File: src/rtl/xrv_pkg.sv
// Shared definitions for the xrv data-bus arbiter.
//   bus_state_t : arbiter FSM states (IDLE, GNT0, GNT1)
//   ERR_DATA    : read data returned to a master whose transfer timed out
//   CNT_W       : width of the grant wait counter
//   rr_pick     : two-way round-robin choice given the request vector and
//                 the previously granted master
package xrv_pkg;

  typedef enum logic [1:0] {
    IDLE = 2'd0,
    GNT0 = 2'd1,
    GNT1 = 2'd2
  } bus_state_t;

  localparam logic [31:0] ERR_DATA = 32'hDEAD_BEEF;
  localparam int          CNT_W    = 16;

  // A lone requester always wins; on a tie the master that was not granted
  // last time wins. Returns the index of the winning master.
  function automatic logic rr_pick(input logic [1:0] req, input logic last_grant);
    if (req == 2'b11) begin
      return ~last_grant;
    end
    return req[1];
  endfunction

endpackage

File: src/rtl/xrv_rr_arb2.sv
// Two-way round-robin grant logic with its last-grant memory.
// Ports:
//   clk, rst   : clock and asynchronous active-high reset
//   req[1:0]   : per-master request (bit 0 = m0, bit 1 = m1)
//   en         : arbitration allowed this cycle (bus idle)
//   gnt_valid  : a grant is issued this cycle
//   gnt_idx    : index of the granted master, valid with gnt_valid
module xrv_rr_arb2
  import xrv_pkg::*;
(
  input  logic       clk,
  input  logic       rst,
  input  logic [1:0] req,
  input  logic       en,
  output logic       gnt_valid,
  output logic       gnt_idx
);

  logic last_grant;

  assign gnt_valid = en & (|req);
  assign gnt_idx   = rr_pick(req, last_grant);

  // Remember who won the most recent grant so the next tie goes to the
  // other master. Resetting to 1 lets m0 win the very first tie.
  always_ff @(posedge clk or posedge rst) begin
    if (rst) begin
      last_grant <= 1'b1;
    end else if (gnt_valid) begin
      last_grant <= gnt_idx;
    end
  end

endmodule

File: src/rtl/xrv_dbus_arb.sv
// Two-master to one-slave data-bus arbiter.
// Ports:
//   clk, rstb                  : clock and asynchronous active-high reset
//   m0_* / m1_*                : master request side (addr, be, wr_data,
//                                wr_req, rd_req in; wr_ready, rd_ready,
//                                rd_data out)
//   s_addr/s_be/s_wr_data      : registered slave request fields
//   s_wr_req/s_rd_req          : registered slave requests
//   s_wr_ready/s_rd_ready/s_rd_data : slave completion and read data
//   bus_err                    : one-cycle pulse when a transfer times out
//   busy                       : a transfer is in progress
module xrv_dbus_arb
  import xrv_pkg::*;
#(
  parameter int TIMEOUT_CYCLES = 255
) (
  input  logic        clk,
  input  logic        rstb,
  input  logic [31:0] m0_addr,
  input  logic        m0_wr_req,
  input  logic        m0_rd_req,
  input  logic [3:0]  m0_be,
  input  logic [31:0] m0_wr_data,
  output logic        m0_wr_ready,
  output logic        m0_rd_ready,
  output logic [31:0] m0_rd_data,
  input  logic [31:0] m1_addr,
  input  logic        m1_wr_req,
  input  logic        m1_rd_req,
  input  logic [3:0]  m1_be,
  input  logic [31:0] m1_wr_data,
  output logic        m1_wr_ready,
  output logic        m1_rd_ready,
  output logic [31:0] m1_rd_data,
  output logic [31:0] s_addr,
  output logic [3:0]  s_be,
  output logic [31:0] s_wr_data,
  output logic        s_wr_req,
  output logic        s_rd_req,
  input  logic        s_wr_ready,
  input  logic        s_rd_ready,
  input  logic [31:0] s_rd_data,
  output logic        bus_err,
  output logic        busy
);

  localparam logic [CNT_W-1:0] TO_LIMIT = CNT_W'(TIMEOUT_CYCLES);

  bus_state_t       state, state_next;
  logic [CNT_W-1:0] cnt;

  logic [1:0]  req_any;
  logic        arb_en, gnt_valid, gnt_idx;
  logic        sel_wr;
  logic [31:0] sel_addr, sel_wr_data;
  logic [3:0]  sel_be;
  logic        in_xfer, slave_done, to_hit, xfer_end;
  logic        xfer_wr_ready, xfer_rd_ready;
  logic [31:0] xfer_rd_data;

  assign req_any = {m1_wr_req | m1_rd_req, m0_wr_req | m0_rd_req};
  assign arb_en  = (state == IDLE);

  xrv_rr_arb2 u_rr (
    .clk       (clk),
    .rst       (rstb),
    .req       (req_any),
    .en        (arb_en),
    .gnt_valid (gnt_valid),
    .gnt_idx   (gnt_idx)
  );

  // Fields of the winning master. A master asking for both a write and a
  // read gets the write first; its held read wins a later grant.
  assign sel_wr      = gnt_idx ? m1_wr_req  : m0_wr_req;
  assign sel_addr    = gnt_idx ? m1_addr    : m0_addr;
  assign sel_be      = gnt_idx ? m1_be      : m0_be;
  assign sel_wr_data = gnt_idx ? m1_wr_data : m0_wr_data;

  // Slave readiness only counts for the request type actually pending;
  // s_*_req are low in IDLE, so idle readies are ignored as well.
  assign in_xfer    = (state != IDLE);
  assign slave_done = (s_wr_req & s_wr_ready) | (s_rd_req & s_rd_ready);
  assign to_hit     = in_xfer & (cnt == TO_LIMIT) & ~slave_done;
  assign xfer_end   = in_xfer & (slave_done | to_hit);

  assign xfer_wr_ready = s_wr_req & (s_wr_ready | to_hit);
  assign xfer_rd_ready = s_rd_req & (s_rd_ready | to_hit);
  assign xfer_rd_data  = to_hit ? ERR_DATA : s_rd_data;

  // State register: reset drops any transfer in flight back to IDLE.
  always_ff @(posedge clk or posedge rstb) begin
    if (rstb) begin
      state <= IDLE;
    end else begin
      state <= state_next;
    end
  end

  // Next state: grant from IDLE, return to IDLE on completion or timeout.
  always_comb begin
    state_next = state;
    case (state)
      IDLE: begin
        if (gnt_valid) begin
          state_next = gnt_idx ? GNT1 : GNT0;
        end
      end
      GNT0, GNT1: begin
        if (xfer_end) begin
          state_next = IDLE;
        end
      end
      default: state_next = IDLE;
    endcase
  end

  // Slave request registers and the grant wait counter. Fields are captured
  // on the grant edge so the slave sees them one cycle after the request;
  // the counter restarts on every grant and holds zero while idle.
  always_ff @(posedge clk or posedge rstb) begin
    if (rstb) begin
      cnt       <= '0;
      s_addr    <= '0;
      s_be      <= '0;
      s_wr_data <= '0;
      s_wr_req  <= 1'b0;
      s_rd_req  <= 1'b0;
    end else if (arb_en && gnt_valid) begin
      s_addr    <= sel_addr;
      s_be      <= sel_be;
      s_wr_data <= sel_wr_data;
      s_wr_req  <= sel_wr;
      s_rd_req  <= ~sel_wr;
      cnt       <= '0;
    end else if (xfer_end) begin
      s_wr_req  <= 1'b0;
      s_rd_req  <= 1'b0;
      cnt       <= '0;
    end else if (in_xfer) begin
      cnt <= cnt + 1'b1;
    end
  end

  // Master-side outputs: only the granted master sees completion and data;
  // the other master is held at zero.
  always_comb begin
    m0_wr_ready = 1'b0;
    m0_rd_ready = 1'b0;
    m0_rd_data  = '0;
    m1_wr_ready = 1'b0;
    m1_rd_ready = 1'b0;
    m1_rd_data  = '0;
    bus_err     = to_hit;
    busy        = in_xfer;
    case (state)
      GNT0: begin
        m0_wr_ready = xfer_wr_ready;
        m0_rd_ready = xfer_rd_ready;
        m0_rd_data  = xfer_rd_data;
      end
      GNT1: begin
        m1_wr_ready = xfer_wr_ready;
        m1_rd_ready = xfer_rd_ready;
        m1_rd_data  = xfer_rd_data;
      end
      default: ;
    endcase
  end

endmodule

File: config.mk
export PLATFORM = sky130hd
export DESIGN_NAME = xrv_dbus_arb
export DESIGN_NICKNAME = d
export VERILOG_FILES = /design/src/rtl/xrv_pkg.sv /design/src/rtl/xrv_rr_arb2.sv /design/src/rtl/xrv_dbus_arb.sv
export SDC_FILE = /design/constraint.sdc
export NUM_CORES = 1
export LEC_CHECK = 0
export BUFFER_PORTS_ARGS = -buffer_cell sky130_fd_sc_hd__buf_2
export CAP_MARGIN = 40
export CORE_AREA = 2 2 124 126
export CTS_BUF_LIST = sky130_fd_sc_hd__clkbuf_4
export DETAILED_ROUTE_END_ITERATION = 7
export DIE_AREA = 0 0 126 128
export PLACE_DENSITY = 0.68
export SETUP_SLACK_MARGIN = 0.3
export SLEW_MARGIN = 20
export SYNTH_ARGS = -nofsm -noshare
export SYNTH_HDL_FRONTEND = slang
export SYNTH_SLANG_ARGS = --single-unit
File: constraint.sdc
create_clock -name clk -period 2.85 [get_ports clk]
set_clock_uncertainty 0.1 [all_clocks]
set_input_delay 0.1425 -clock clk [delete_from_list [all_inputs] [get_ports clk]]
set_output_delay 0.1425 -clock clk [all_outputs]
set_load 0.01 [all_outputs]
==> flow_metrics.env <==
export IMPL_synth_ff_type="dfrtp_1"
export IMPL_grt_overflow=0
export IMPL_io_pins=316
export IMPL_fin_crit_sh_pct=85.6
export IMPL_cts_htree_levels=3
export IMPL_num_rows=45
export IMPL_nets=1128
export IMPL_crit_path_max_fanout=34
export IMPL_max_slew_margin_pct=51.2
export IMPL_die_area_um2=16100
export IMPL_finalHoldViolations=0
export IMPL_rsz0062_at_grt="no"
export IMPL_critPathKind="register to register"
export IMPL_ys_async_sr_fraction_pct=100
export IMPL_endpoint_kind="register"
export IMPL_wl_um=17800
export IMPL_rr_startpoint="u_rr.last_grant"
export IMPL_ant_nets=0
export IMPL_fmax_ghz=0.410
export IMPL_cp_arrival_ns=2.65
export IMPL_dr_pass1_iters=4
export IMPL_hold_class="input pin to register"
export IMPL_via_per_inst=4.92
export IMPL_ys_types=46
export IMPL_cts_root_buf="clkbuf_4"
export IMPL_die_h_um=128
export IMPL_fin_cells=1143
export IMPL_antenna_found_initial=2
export IMPL_route_vias_total=5622
export IMPL_clockBufferDepth=2
export IMPL_drcViolationCount=0
export IMPL_grt_pass1_wl_um=27400
export IMPL_synth_area_per_cell_um2=9.66
export IMPL_drv_cap=0
export IMPL_cts_tree="done"
export IMPL_hpwlAfterDp_um=11400
export IMPL_syn2layout_area_growth_pct=70.3
export IMPL_required_ns=3.06
export IMPL_yosysTopAreaCellShare_pct=45.0
export IMPL_slew_viol_final=0
export IMPL_whs_path_depth=3
export IMPL_hold_path_end="s_wr_req"
export IMPL_hp_start="m0_rd_req"
export IMPL_drive_above_1_share_pct=38.0
export IMPL_grt_start_max_net_pins=81
export IMPL_power_density_nw_per_um2=777
export IMPL_setup_viol=0
export IMPL_worstReg2RegEnd="s_addr[29]"
export IMPL_drt_initial_drc_count=239
export IMPL_ys_seq_area_share_pct=45.6
export IMPL_grt_use_total_pct=21.2
export IMPL_startpoint_type="register"
export IMPL_status="finished, final reports clean"
export IMPL_clk_pin_slew_ns=0.16
export IMPL_start_util_pct=32.9
export IMPL_worstSkewPairLatency_ns=0.43
export IMPL_fin_setup_tns_ns=0
export IMPL_synth_area_um2=4890
export IMPL_placed_cells=983
export IMPL_core_area_um2=14900
export IMPL_yosys_warnings=0
export IMPL_wl_per_cell_um=15.6
export IMPL_synth_edff_count=0
export IMPL_grt_pass1_vias=5571
export IMPL_ys_top_cells_by_area="dfrtp_1, mux2i_1, o21ai_0"
export IMPL_syn_nets=686
export IMPL_min_period_ns=2.44
export IMPL_peakVddDrop_mv=0.388
export IMPL_reg2reg_slack_ns=0.41
export IMPL_cts_sinks=89
export IMPL_worst_slew_pin_transition_ns=0.732
export IMPL_ys_ff_latch=89
export IMPL_synth_top_area_cell="dfrtp_1"
export IMPL_routabilityCongestion=0.805
export IMPL_cts_made_buffers=9
export IMPL_die_x_um=126
export IMPL_io_buffer_count=315
export IMPL_synthCells=506
export IMPL_p_leak_uw=0.00431
export IMPL_r2r_cells=6
==> through the flow <==
| step | hold WS [ns] | setup slack, ns | area [µm²] | utilization (%) | total power, µW |
|---|---|---|---|---|---|
| after floorplan | 0.225 | 0.302 | 4890 | - | 4050 |
| after global placement | 0.181 | 0.657 | 6680 | 45.0 | 5260 |
| after detailed placement | 0.178 | 0.587 | 6680 | 45.0 | 5320 |
| after CTS | 0.0286 | 0.313 | 8210 | 55.3 | 6410 |
| after global routing | 0.0637 | 0.328 | 8330 | 56.0 | 6960 |
| final | 0.0715 | 0.411 | 8330 | 56.0 | 6470 |
==> layout by cell type (no fill, tap or decap), drive strengths merged, types with 2 or more instances in the layout <==
cell / netlist / layout
o211a: 4 / 4
xnor2: 5 / 5
clkinv: 1 / 7
nand2: 81 / 81
dlygate4sd3: 0 / 137
or3: 7 / 7
buf: 26 / 333
and4: 2 / 2
nand4: 4 / 4
diode: 0 / 2
nand3: 4 / 4
clkbuf: 14 / 10
nor3: 8 / 8
o21a: 48 / 48
nor2: 3 / 3
dfrtp: 88 / 88
o31ai: 2 / 2
mux2i: 68 / 68
a21oi: 4 / 4
a211oi: 10 / 10
ha: 4 / 4
and3: 17 / 17
inv: 8 / 8
o21ai: 79 / 79
==> where the power goes <==
group | internal [µW] | switching [µW] | total [µW]
registers | 1800 | 310 | 2110
clock network | 276 | 460 | 736
logic | 1640 | 1990 | 3620
==> how the worst max path moves through the flow <==
stage,startpoint,endpoint,slack (ns),depth (start not counted)
3_5_place_dp,cnt[0],m1_wr_ready,0.59,8
5_1_grt,state[1],m0_rd_data[17],0.33,5
6_report,u_rr.last_grant,s_addr[29],0.41,6
2_1_floorplan,rstb,cnt[0],0.30,1
3_3_place_gp,cnt[0],m1_wr_ready,0.66,8
4_1_cts,state[0],m1_rd_ready,0.31,5
==> synthesized netlist by cell type (2+ instances only) <==
cell and count:
nand2_1 81, clkbuf_1 14, o21ai_0 74, and4_1 2
ha_1 4, buf_1 7, buf_2 19, nor2_1 3
nor3_1 8, nand3_1 4, xnor2_1 5, nand4_1 4
or3_1 7, a21oi_1 3, and3_1 17, o211a_1 4
o31ai_1 2, inv_1 7, o21ai_1 5, dfrtp_1 88
a211oi_1 9, mux2i_1 68, o21a_1 48
==> critical path: stages, from the launching register on <==
cell and delay (ns):
dfstp_2 0.59, o21ai_0 0.14, o21ai_4 0.12, buf_6 0.38, mux2i_1 0.30, dlygate4sd3_1 0.59
o21ai_0 0.07
==> sequential cells by signal, indices dropped and copies added (netlist names) <==
| register | cells |
|---|---|
| s_wr_req | 1 |
| u_rr.last_grant | 1 |
| s_rd_req | 1 |
| cnt | 16 |
| s_be | 4 |
| s_addr | 32 |
| state | 2 |
| s_wr_data | 32 |
==> cell type report <==
class,instances,area (µm²)
sequential,89,2230
timing repair buffer,471,3190
clock inverter,7,77.6
tap,188,235
multi-input combinational,368,2480
antenna,2,5.00
clock buffer,9,67.6
inverter,9,47.5
fill,1264,6540
==> routing by layer <==
| metal | track usage (%) | routed length [µm] | vias to the layer above |
|---|---|---|---|
| met1 | 22.3 | 6580 | 2612 |
| met3 | 4.92 | 1230 | 38 |
| met4 | 7.95 | 414 | 0 |
| met2 | 41.1 | 9620 | 271 |
| li1 | - | - | 2701 |
| met5 | 0 | 0 | - |
==> repair_timing <==
action | 4_1_cts | 5_1_grt
hold buffers | 137 | 0
hold endpoints to repair | 109 | 0
setup endpoints to repair | 41 | 68
cloned | 0 | 1
buffers inserted | 1 | 2
gates resized for setup | 3 | 6
==> kinds of logic (layout without fill, tap and decap cells) <==
logic type      after synthesis  after routing  synth area share, %
fa+ha+maj                     4              4                 1.02
flops                        89             89                 45.6
mux                          68             68                 13.9
buf+inv                      49            496                 4.25
compound gates              159            159                 21.4
other cells                   0              2                    0
simple gates                131            131                 12.7
xor+xnor                      6              6                 1.07
Power figures use the tool's default switching activity.
